<file path="src/rtl/gin_pkg.sv">
// Shared GIN definitions: default field widths, endpoint config record and tag matching.
package gin_pkg;

    localparam int unsigned GIN_ID_BITS      = 5;
    localparam int unsigned GIN_DATA_BITS    = 32;
    localparam int unsigned GIN_TAG_MAX_BITS = 32;

    typedef logic [GIN_TAG_MAX_BITS-1:0] gin_tag_t;

    // Fields are held at the widest supported tag size; narrower endpoints zero-extend.
    typedef struct packed {
        gin_tag_t id;
        gin_tag_t mask;
        logic     en;
    } gin_cfg_t;

    // Mask bit 1 = compared, 0 = don't care.
    function automatic logic gin_tag_match(input gin_tag_t tag, input gin_tag_t id,
                                           input gin_tag_t mask, input logic en);
        return en && (((tag ^ id) & mask) == '0);
    endfunction

endpackage

</file>
<file path="src/rtl/gin_sync_fifo.sv">
// Synchronous FIFO with registered storage; head entry is presented with no added latency.
module gin_sync_fifo #(
    parameter int unsigned DATA_SIZE = 32,
    parameter int unsigned DEPTH     = 2
) (
    input  logic                 clk,
    input  logic                 rst,
    input  logic                 push,
    input  logic                 pop,
    input  logic                 flush,
    input  logic [DATA_SIZE-1:0] wdata,
    output logic                 full,
    output logic                 empty,
    output logic [DATA_SIZE-1:0] rdata
);

    localparam int unsigned AW = $clog2(DEPTH);

    logic [DATA_SIZE-1:0] mem [DEPTH];
    // Extra MSB distinguishes full from empty when the index bits coincide.
    logic [AW:0]          wptr;
    logic [AW:0]          rptr;

    always_ff @(posedge clk) begin
        if (rst) begin
            wptr <= '0;
            rptr <= '0;
            for (int i = 0; i < int'(DEPTH); i++) begin
                mem[i] <= '0;
            end
        end else if (flush) begin
            wptr <= '0;
            rptr <= '0;
        end else begin
            if (push) begin
                mem[wptr[AW-1:0]] <= wdata;
                wptr              <= wptr + (AW+1)'(1);
            end
            if (pop) begin
                rptr <= rptr + (AW+1)'(1);
            end
        end
    end

    assign empty = (wptr == rptr);
    assign full  = (wptr[AW] != rptr[AW]) && (wptr[AW-1:0] == rptr[AW-1:0]);
    assign rdata = mem[rptr[AW-1:0]];

endmodule

</file>
<file path="src/rtl/gin_mc_buffered_controller.sv">
// GIN multicast endpoint: masked tag match, buffered delivery to the PE and a delivered-packet counter.
module gin_mc_buffered_controller
    import gin_pkg::*;
#(
    parameter int unsigned ID_SIZE   = GIN_ID_BITS,
    parameter int unsigned DATA_SIZE = GIN_DATA_BITS,
    parameter int unsigned DEPTH     = 2,
    parameter int unsigned CNT_BITS  = 16
) (
    input  logic                 clk,
    input  logic                 rst,
    input  logic                 set_id,
    input  logic [ID_SIZE-1:0]   id_in,
    input  logic [ID_SIZE-1:0]   mask_in,
    input  logic                 en_in,
    output logic [ID_SIZE-1:0]   id,
    input  logic                 flush,
    input  logic [ID_SIZE-1:0]   tag,
    input  logic [DATA_SIZE-1:0] data_in,
    input  logic                 valid_in,
    output logic                 ready_out,
    output logic [DATA_SIZE-1:0] data_out,
    output logic                 valid_out,
    input  logic                 ready_in,
    output logic                 match,
    input  logic                 count_clr,
    output logic [CNT_BITS-1:0]  pkt_count
);

    gin_cfg_t cfg;
    logic     full;
    logic     empty;
    logic     push;
    logic     pop;

    // Reset config answers exactly tag 0.
    always_ff @(posedge clk) begin
        if (rst) begin
            cfg.id   <= '0;
            cfg.mask <= GIN_TAG_MAX_BITS'({ID_SIZE{1'b1}});
            cfg.en   <= 1'b1;
        end else if (set_id) begin
            cfg.id   <= GIN_TAG_MAX_BITS'(id_in);
            cfg.mask <= GIN_TAG_MAX_BITS'(mask_in);
            cfg.en   <= en_in;
        end
    end

    assign id    = cfg.id[ID_SIZE-1:0];
    assign match = gin_tag_match(GIN_TAG_MAX_BITS'(tag), cfg.id, cfg.mask, cfg.en);

    // Full blocks the push outright, so ready_out never depends on ready_in.
    assign ready_out = match && !full;
    assign push      = valid_in && ready_out;
    assign valid_out = !empty;
    assign pop       = valid_out && ready_in;

    gin_sync_fifo #(
        .DATA_SIZE (DATA_SIZE),
        .DEPTH     (DEPTH)
    ) u_fifo (
        .clk   (clk),
        .rst   (rst),
        .push  (push),
        .pop   (pop),
        .flush (flush),
        .wdata (data_in),
        .full  (full),
        .empty (empty),
        .rdata (data_out)
    );

    // A pop cancelled by a flush is not a delivery.
    always_ff @(posedge clk) begin
        if (rst || count_clr) begin
            pkt_count <= '0;
        end else if (pop && !flush) begin
            pkt_count <= pkt_count + CNT_BITS'(1);
        end
    end

endmodule

</file>
<file path="config.mk">
export PLATFORM = sky130hd
export DESIGN_NAME = gin_mc_buffered_controller
export DESIGN_NICKNAME = d
export VERILOG_FILES = /design/src/rtl/gin_pkg.sv /design/src/rtl/gin_sync_fifo.sv /design/src/rtl/gin_mc_buffered_controller.sv
export SDC_FILE = /design/constraint.sdc
export NUM_CORES = 1
export LEC_CHECK = 0
export CAP_MARGIN = 10
export CORE_ASPECT_RATIO = 0.7
export CORE_MARGIN = 2
export CORE_UTILIZATION = 44
export CTS_CLUSTER_DIAMETER = 120
export CTS_CLUSTER_SIZE = 28
export DETAILED_ROUTE_END_ITERATION = 8
export PLACE_DENSITY_LB_ADDON = 0.15
export SKIP_CTS_REPAIR_TIMING = 1
export SYNTH_ARGS = -nofsm -noshare
export SYNTH_HDL_FRONTEND = slang
export SYNTH_SLANG_ARGS = --single-unit
</file>
<file path="constraint.sdc">
create_clock -name clk -period 2.1 [get_ports clk]
set_input_delay 0.315 -clock clk [delete_from_list [all_inputs] [get_ports clk]]
set_output_delay 0.315 -clock clk [all_outputs]
set_load 0.01 [all_outputs]
</file>
# Word-level counts from Yosys, hierarchy flattened
# Memory sizes are Yosys's and may differ from the RTL's. A register that Yosys moved wholly into a read port is not among the register bits.
# Cells that the tools add are included.
# totals
ff_bits	31
mem_count	1
out_inout_bits	56
inputBits	55
ram_bits	64
# op_classes
eq_ne	3
mux	11
addsub	3
n_reduce_logical	13
bitwise_logic	2
# mem_list
name	depth	word_bits	read_ports	rd_clocked_by_memory_dff	wr	line_no	rtl
u_fifo.mem	2	32	1	1	2	gin_sync_fifo.sv:19	logic [DATA_SIZE-1:0] mem [DEPTH];
# op_table
op	n
$logic_not 32->1	1
$mux 32	1
$reduce_or 32->1	1
$add 16x1->16 const B	1
$mux 1	10
$logic_and 1x1->1	6
$and 5x5->5	1
$xor 5x5->5	1
$add 2x1->2 const B	2
$logic_not 1->1	3
$eq 2x2->1	1
$reduce_or 2->1	1
$eq 1x1->1	1
$logic_or 1x1->1	1
$ne 1x1->1	1

# Logic depth before layout (Yosys ltp)
# Gate-level depths: netlist (run 1).
# logic_depth
word_depth	12
ltp_mapped	8
depth_no_buf	6

# By module
# Synthesis (run 1) repeated with hierarchy kept, for this count alone.
# hier_totals
cells_unflattened	342
hier_area_um2	4324.1
# by_module_without_submodules
module	cells_per_inst	area_per_inst_um2	n_inst
gin_sync_fifo	203	3039.2	1
gin_mc_buffered_controller	139	1285.0	1

# Least setup slack after synthesis (run 1)
# No wires, ideal clock.
# synth_path
kind	flip-flop to flip-flop
start	reg u_fifo.wptr[0]
end	mem u_fifo.mem[1][0], enable pin
period_less_slack_ns	2.326
path_slack_ns	-0.226
t_arrival_ns	1.935
setup_time_ns	0.390
required_time_ns	1.710
path_stages_with_launch	7
cell_sequence	dfxtp_1 -> buf_2 -> xnor2_1 -> a222oi_1 -> and3_1 -> buf_4 -> a41o_1
# synth_lines
element	line_no	rtl
start: declaration	gin_sync_fifo.sv:21	logic [AW:0] wptr;
start signal: assignment	gin_sync_fifo.sv:37	wptr <= wptr + (AW+1)'(1);
end: declaration	gin_sync_fifo.sv:19	

==> run_results.csv, run 1 <==
group,metric,value,unit
synthesis,synth_cells,336,
sta,finalMaxSlewViolations,0,
power,peakVddDrop,0.000361,V
power,total_leakage_power,2.45,nW
setup_path,startpoint_type,"flop",
final_layout,drive_gt1_share,16.8,%
clock_network,htreeDepth,3,
sta,fin_crit_sh,100,%
global_routing,grt_busiest_layer,"met2",
die,die_w,122,um
global_routing,antenna_found_initial,0,
routing,vias_per_cell,4.85,
global_routing,grt_util_met2,27.5,%
setup_path,crit_type,"reg -> reg",
sta,relSlewSlack,57.0,%
setup_path,r2r_cells,7,
routing,via_count,2873,
status,status,"complete, but fails checks",
worst_hold_path,whs_path_depth,2,
synthesis,synthFlopType,"edfxtp_1",
synthesis,synth_seq_cells,96,
final_layout,final_nets,515,
routing,drtIter0Drc,134,
die,die_area,0.0105,sq mm
clock_network,clockRootBuffer,"clkbuf_16",
setup_path,end_kind,"flop",
die,num_rows,30,
global_routing,grt_max_degree,33,
global_routing,grt.total_usage,17.3,%
clock_network,cts_tree,"yes",
global_routing,grt_pass1_vias,2813,
sta,timing.final.ws_setup,-0.00585,ns
global_routing,use_met3,5.92,%
routing,first_pass_iters,4,
synthesis,synthArstFlopShare,0,%
routing,drtAntennaViolNets,0,
placed_design,place.detailed.hpwl,5910,um
routing,post-route-drc-count,0,
synthesis,netlist.area_leader.share,45.0,%
clock_network,cts_inserted_buffers,9,
setup_path,crit_arrival,2.16,ns
die,initial_core_util,44.6,%
global_routing,grt-ovfl-total,0,
sta,hold_viol,0,
placed_design,port-buffer-count,110,
synthesis,yosysSeqAreaShare,60.0,%
final_layout,num-fill-cells,792,
sta,rsz0062_at_grt,"yes",
synthesis,synth_cell_types,38,
flow_run,drv_cap,0,
power,powerDensity,664,mW/mm^2
sta,setup_viol,12,
die,die_h,86.4,um
routing,wl_per_cell,15.4,um
setup_path,crit_fanout,8,
clock_network,clock_sinks,96,
synthesis,syn_nets,392,
placed_design,place.gp.congestion,0.727,
routing,wl,9110,um
global_routing,grt_pass1_wl,13700,um
clock_network,cts.clk_slew.worst_paths,0.06,ns
sta,setup_tns,-0.0470,ns
final_layout,area_growth,41.8,%
sta,max_freq,0.475,GHz
sta,final.min_clock_period,2.11,ns
synthesis,syn-cell-area,0.00427,sq mm
clock_network,cts_buffer_depth,2,
final_layout,antennaDiodeCount,0,
setup_path,cp.required,2.16,ns
sta,skew,0.00537,ns
die,fp.coreArea,0.00957,sq mm
synthesis,syn_area_per_cell,12.7,sq um
synthesis,synthTopCellsByArea,"edfxtp_1 (45%), dfxtp_1 (15%), and2_1 (9.4%), mux2_2 (8.4%), xor2_1 (2.5%)",
synthesis,ys_warn_count,0,
global_routing,met1_usage,23.0,%
synthesis,synth_edf_count,64,
status,violations,"negative setup slack",
synthesis,synth_top_area_cell,"edfxtp_1",
die,boundaryPins,111,
placed_design,dpl_worst_slack,-0.356,ns
clock_network,clock_latency,0.34,ns
synthesis,ys_top_cells_by_count,"and2_1 (64), edfxtp_1 (64), dfxtp_1 (32), mux2_2 (32), nor2_1 (18)",
worst_hold_path,min_path_type,"reg -> reg",
sta,tightest_slew,0.638,ns
[critical path, cell delays in order (launching register included)]
cell and delay (ns):
dfxtp_2 0.34, xor2_2 0.15, a222oi_1 0.31, and3_4 0.27, buf_4 0.12, and4b_4 0.24
or2_4 0.21, clkbuf_16 0.18
[kinds of logic after synthesis]
family / synth area share [%]
xor gates and xnor gates: 4.51
adders and majority gates: 0.293
DFF: 60.0
buffers and inverters: 3.54
and+or+nand+nor: 17.5
muxes: 10.1
AOI/OAI and AO/OA: 4.04
[registers in the layout, summed over array words and instances, names as in the netlist, named ones only]
register	cells
pkt_count	16
cfg	6
u_fifo.wptr	2
id	5
u_fifo.mem	64
u_fifo.rptr	2
[routing by layer]
| metal | vias up | part of all wire [%] |
|---|---|---|
| met5 | - | 0 |
| li1 | 1429 | - |
| met1 | 1361 | 48 |
| met3 | 8 | 5.9 |
| met4 | 0 | 0.78 |
| met2 | 75 | 45 |
[cell type report]
cell class | instances | area [sq um] | share of cell area (%)
sequential | 96 | 2570 | 42.4
multi-input combinational | 215 | 1590 | 26.2
timing repair buffer | 134 | 1450 | 24.0
clock buffer | 14 | 244 | 4.03
tap | 128 | 160 | 2.64
clock inverter | 2 | 33.8 | 0.558
inverter | 3 | 11.3 | 0.186
[where the power goes]
group | switching [mW] | total (mW) | internal (mW)
clock | 0.636 | 1.56 | 0.922
sequential | 0.0210 | 2.09 | 2.07
combinational | 0.143 | 0.377 | 0.234
[path summary, 6_finish.rpt]
check / from / end / slack (ns)
worst max-delay path: id[3] / u_fifo.mem[0][31] / -0.006
worst min-delay path: pkt_count[15] / pkt_count[15] / 0.52
worst max register to register: id[3] / u_fifo.mem[0][31] / -0.006
worst min register to register: pkt_count[15] / pkt_count[15] / 0.52
[metrics by stage]
| step | hold slack, ns | utilization (%) | cells | power [mW] | area, sq um |
|---|---|---|---|---|---|
| CTS | 0.521 | 61.4 | 586 | 4.04 | 5870 |
| global placement | 0.484 | 58.5 | 570 | 2.49 | 5600 |
| detailed placement | 0.507 | 58.5 | 570 | 2.49 | 5600 |
| global route | 0.558 | 63.3 | 592 | 4.17 | 6060 |
| finish | 0.523 | 63.3 | 592 | 4.02 | 6060 |
| floorplan | 0.394 | - | 336 | 2.26 | 4280 |
[placed cells by master, fill, tap and decap left out, drive strengths merged, types with 4 or more instances in the layout]
cell type,synthesis,routed
xor2,12,12
nor2b,6,6
and2,64,64
clkbuf,5,18
nor2,18,18
o21ai,5,5
mux2,32,32
a21oi,5,5
or3,5,5
clkdlybuf4s50,0,95
nand2,9,9
nand4,5,5
a211o,6,6
dfxtp,32,32
nor3,8,8
edfxtp,64,64
nand3,4,4
dlymetal6s2s,0,15
xnor2,10,10
mux2i,7,7
buf,17,20
(Power assumes the default switching activity.)
==> run 2, diff against run 1 <==
--- a/config.mk
+++ b/config.mk
@@ -5,10 +5,11 @@
 export SDC_FILE = /design/constraint.sdc
 export NUM_CORES = 1
 export LEC_CHECK = 0
+export ABC_AREA = 1
 export CAP_MARGIN = 10
 export CORE_ASPECT_RATIO = 0.7
 export CORE_MARGIN = 2
-export CORE_UTILIZATION = 44
+export CORE_UTILIZATION = 45
 export CTS_CLUSTER_DIAMETER = 120
 export CTS_CLUSTER_SIZE = 28
 export DETAILED_ROUTE_END_ITERATION = 8
==> constraint.sdc (replaced) <==
create_clock -name clk -period 1.8 [get_ports clk]
set_input_delay 0.27 -clock clk [delete_from_list [all_inputs] [get_ports clk]]
set_output_delay 0.27 -clock clk [all_outputs]
set_load 0.01 [all_outputs]
==> run_results.csv, run 2 <==
group,metric,value,unit
synthesis,synthSimpleGateAreaFrac,21.9,%
global_routing,grt_pass1_vias,3170,
global_routing,grt_max_degree,34,
setup_path,crit_buf_inv,3,
global_routing,grt_pass1_wl,15200,um
die,die_area,0.0110,sq mm
sta,tightest_slew,0.380,ns
final_layout,stdcell_count,736,
sta,setup_viol,0,
die,num_rows,30,
worst_hold_path,min_path_type,"reg -> reg",
routing,drtAntennaViolNets,0,
clock_network,cts_buffer_depth,2,
synthesis,synthArstFlopShare,0,%
setup_path,path_cells,"nand2_2 -> nand2_2 -> nor2_2 -> nor2_1 -> nand2_1 -> nor2_4 -> nand2_2 -> inv_4 -> buf_12 -> nand3_4 -> buf_4 -> nand2_8",
synthesis,synth_xor_area_share,1.15,%
power,total_leakage_power,2.97,nW
placed_design,place.detailed.hpwl,6530,um
sta,timing.final.ws_setup,0.000560,ns
setup_path,max_stage_delay,0.38,ns
sta,finalMaxSlewViolations,0,
setup_path,crit_top_cell,"nand2_2",
synthesis,synth_cells,469,
final_layout,layout_common_cells,"nand2_1 (72), clkdlybuf4s50_1 (72), edfxtp_1 (64), inv_1 (61), nor2_1 (59)",
clock_network,clock_latency,0.34,ns
clock_network,cts.clk_slew.worst_paths,0.06,ns
final_layout,area_growth,43.4,%
synthesis,synth_compound_area_share,3.81,%
synthesis,synth_top_family_by_area,"simple AND/OR/NAND/NOR gates",
sta,skew,0.00981,ns
synthesis,syn_nets,525,
global_routing,grt.total_usage,17.5,%
power,powerDensity,710,mW/mm^2
sta,rsz0062_at_grt,"yes",
synthesis,synth.most_common_cell,"nand2_1",
final_layout,top_regs,"u_fifo.mem x64, pkt_count x16, cfg x6",
die,die_w,124,um
setup_path,r2r_cells,12,
synthesis,ys_warn_count,0,
synthesis,ys_top_cells_by_count,"nand2_1 (78), edfxtp_1 (64), nor2_1 (63), inv_1 (61), nor2_2 (37)",
sta,hold_viol,0,
synthesis,synth_mux_area_share,7.90,%
clock_network,clockRootBuffer,"clkbuf_16",
flow_run,drv_cap,0,
placed_design,port-buffer-count,110,
final_layout,num-fill-cells,801,
global_routing,antenna_found_initial,0,
clock_network,htreeDepth,3,
die,fp.coreArea,0.00976,sq mm
sta,fin_crit_sh,100,%
final_layout,regMostFlops,"u_fifo.mem",
clock_network,cts_inserted_buffers,9,
final_layout,largest_reg_flops,64,
final_layout,drive_gt1_share,23.2,%
setup_path,startpoint_type,"flop",
final_layout,antennaDiodeCount,0,
synthesis,synth_seq_cells,96,
status,status,"finished, final reports clean",
routing,drtIter0Drc,177,
routing,wl,10400,um
die,boundaryPins,111,
placed_design,place_inst,706,
die,die_h,88.2,um
sta,hold_slack,0.464,ns
synthesis,yosysSeqAreaShare,56.2,%
setup_path,crit_type,"reg -> reg",
sta,relSlewSlack,74.6,%
die,initial_core_util,46.7,%
synthesis,syn_area_per_cell,9.72,sq um
clock_network,cts_tree,"yes",
setup_path,crit_fanout,8,
setup_path,cp.required,1.85,ns
synthesis,synthTopCellsByArea,"edfxtp_1 (42%), dfxtp_1 (14%), mux2_2 (7.9%), nand2_1 (6.4%), nor2_1 (5.2%)",
sta,max_freq,0.556,GHz
setup_path,cp.depth,12,
routing,post-route-drc-count,0,
synthesis,synthFlopType,"edfxtp_1",
global_routing,grt-ovfl-total,0,
placed_design,place.gp.congestion,0.881,
synthesis,syn-cell-area,0.00456,sq mm
setup_path,end_kind,"flop",
routing,wl_per_cell,14.1,um
synthesis,synth_top_area_cell,"edfxtp_1",
setup_path,crit_arrival,1.85,ns
worst_hold_path,whs_path_depth,2,
synthesis,synth_cell_types,26,
final_layout,final_nets,659,
synthesis,synth_edf_count,64,
synthesis,netlist.area_leader.share,42.1,%
routing,via_count,3536,
power,peakVddDrop,0.000482,V
routing,first_pass_iters,4,
placed_design,dpl_worst_slack,-0.361,ns
synthesis,yosys.area_share.adder,0.274,%
clock_network,clock_sinks,96,
sta,final.min_clock_period,1.80,ns
setup_path,crit_family,"simple AND/OR/NAND/NOR gates",
setup_path,cpMaxStageDelayCell,"dfxtp_4",
routing,vias_per_cell,4.80,
run 2: cell types whose count changed in the layout (fill, tap and decap cells not counted), moves of 7 or more:
cell / delta
mux2i_1: -7
xnor2_1: -9
clkdlybuf4s50_1: -23
inv_1: +58
nand2_8: +7
nor2_2: +40
nor2_1: +41
o21ai_0: +8
and2_1: -64
nand2_1: +63
dlymetal6s2s_1: +22
a21oi_1: +15
nand2_2: +7
nand3_1: +15
run 2: cell type report:
| type | instances | area (sq um) | share of cell area [%] |
|---|---|---|---|
| clock inverters | 6 | 36.3 | 0.555 |
| multi-input cells | 294 | 1760 | 27.0 |
| inverters | 64 | 243 | 3.71 |
| well taps | 128 | 160 | 2.45 |
| repair buffers | 138 | 1530 | 23.4 |
| flip-flops and latches | 96 | 2580 | 39.4 |
| clock buffers | 10 | 229 | 3.50 |
run 2: cell families (layout without fill, tap and decap cells):
logic type,count (synthesis),in the layout
xor gates and xnor gates,6,6
muxes,32,32
and+or+nand+nor,216,221
AOI/OAI and AO/OA,34,34
adders and majority gates,1,1
DFF,96,96
buffers and inverters,84,218
run 2: report_power, final:
group	switching, mW	internal, mW
Sequential	0.0278	2.41
Clock	0.782	0.927
Combinational	0.227	0.266
Total	1.04	3.61
run 2: worst min-delay path: stages, from the launching register on:
cell and delay (ns):
dfxtp_1 0.33, nand2_1 0.05, nand3_1 0.05
run 2: worst paths after layout:
path | start | endpoint | slack (ns)
worst min-delay path | cfg[1] | cfg[1] | 0.46
worst min register to register | cfg[1] | cfg[1] | 0.46
worst max register to register | id[4] | u_fifo.mem[0][27] | 0.0006
worst max-delay path | id[4] | u_fifo.mem[0][27] | 0.0006
run 2: metrics by stage:
stage / total power [mW] / utilization [%] / area, sq um / TNS (ns)
floorplan: 2.69 / - / 4590 / 0
global placement: 2.95 / 60.5 / 5900 / -37.33
detailed placement: 2.96 / 60.5 / 5900 / -40.25
CTS: 4.66 / 63.2 / 6170 / -8.75
global route: 4.81 / 67.0 / 6540 / -3.76
finish: 4.64 / 67.0 / 6540 / 0
run 2: layer usage:
layer | wire length [um] | up-vias | global-route usage [%] | part of all wire (%)
met1 | 5080 | 1646 | 23.6 | 49
met2 | 4700 | 92 | 28.5 | 45
met5 | 0 | - | 0 | 0
li1 | - | 1789 | - | -
met3 | 519 | 9 | 5.02 | 5.0
met4 | 79 | 0 | 4.29 | 0.76
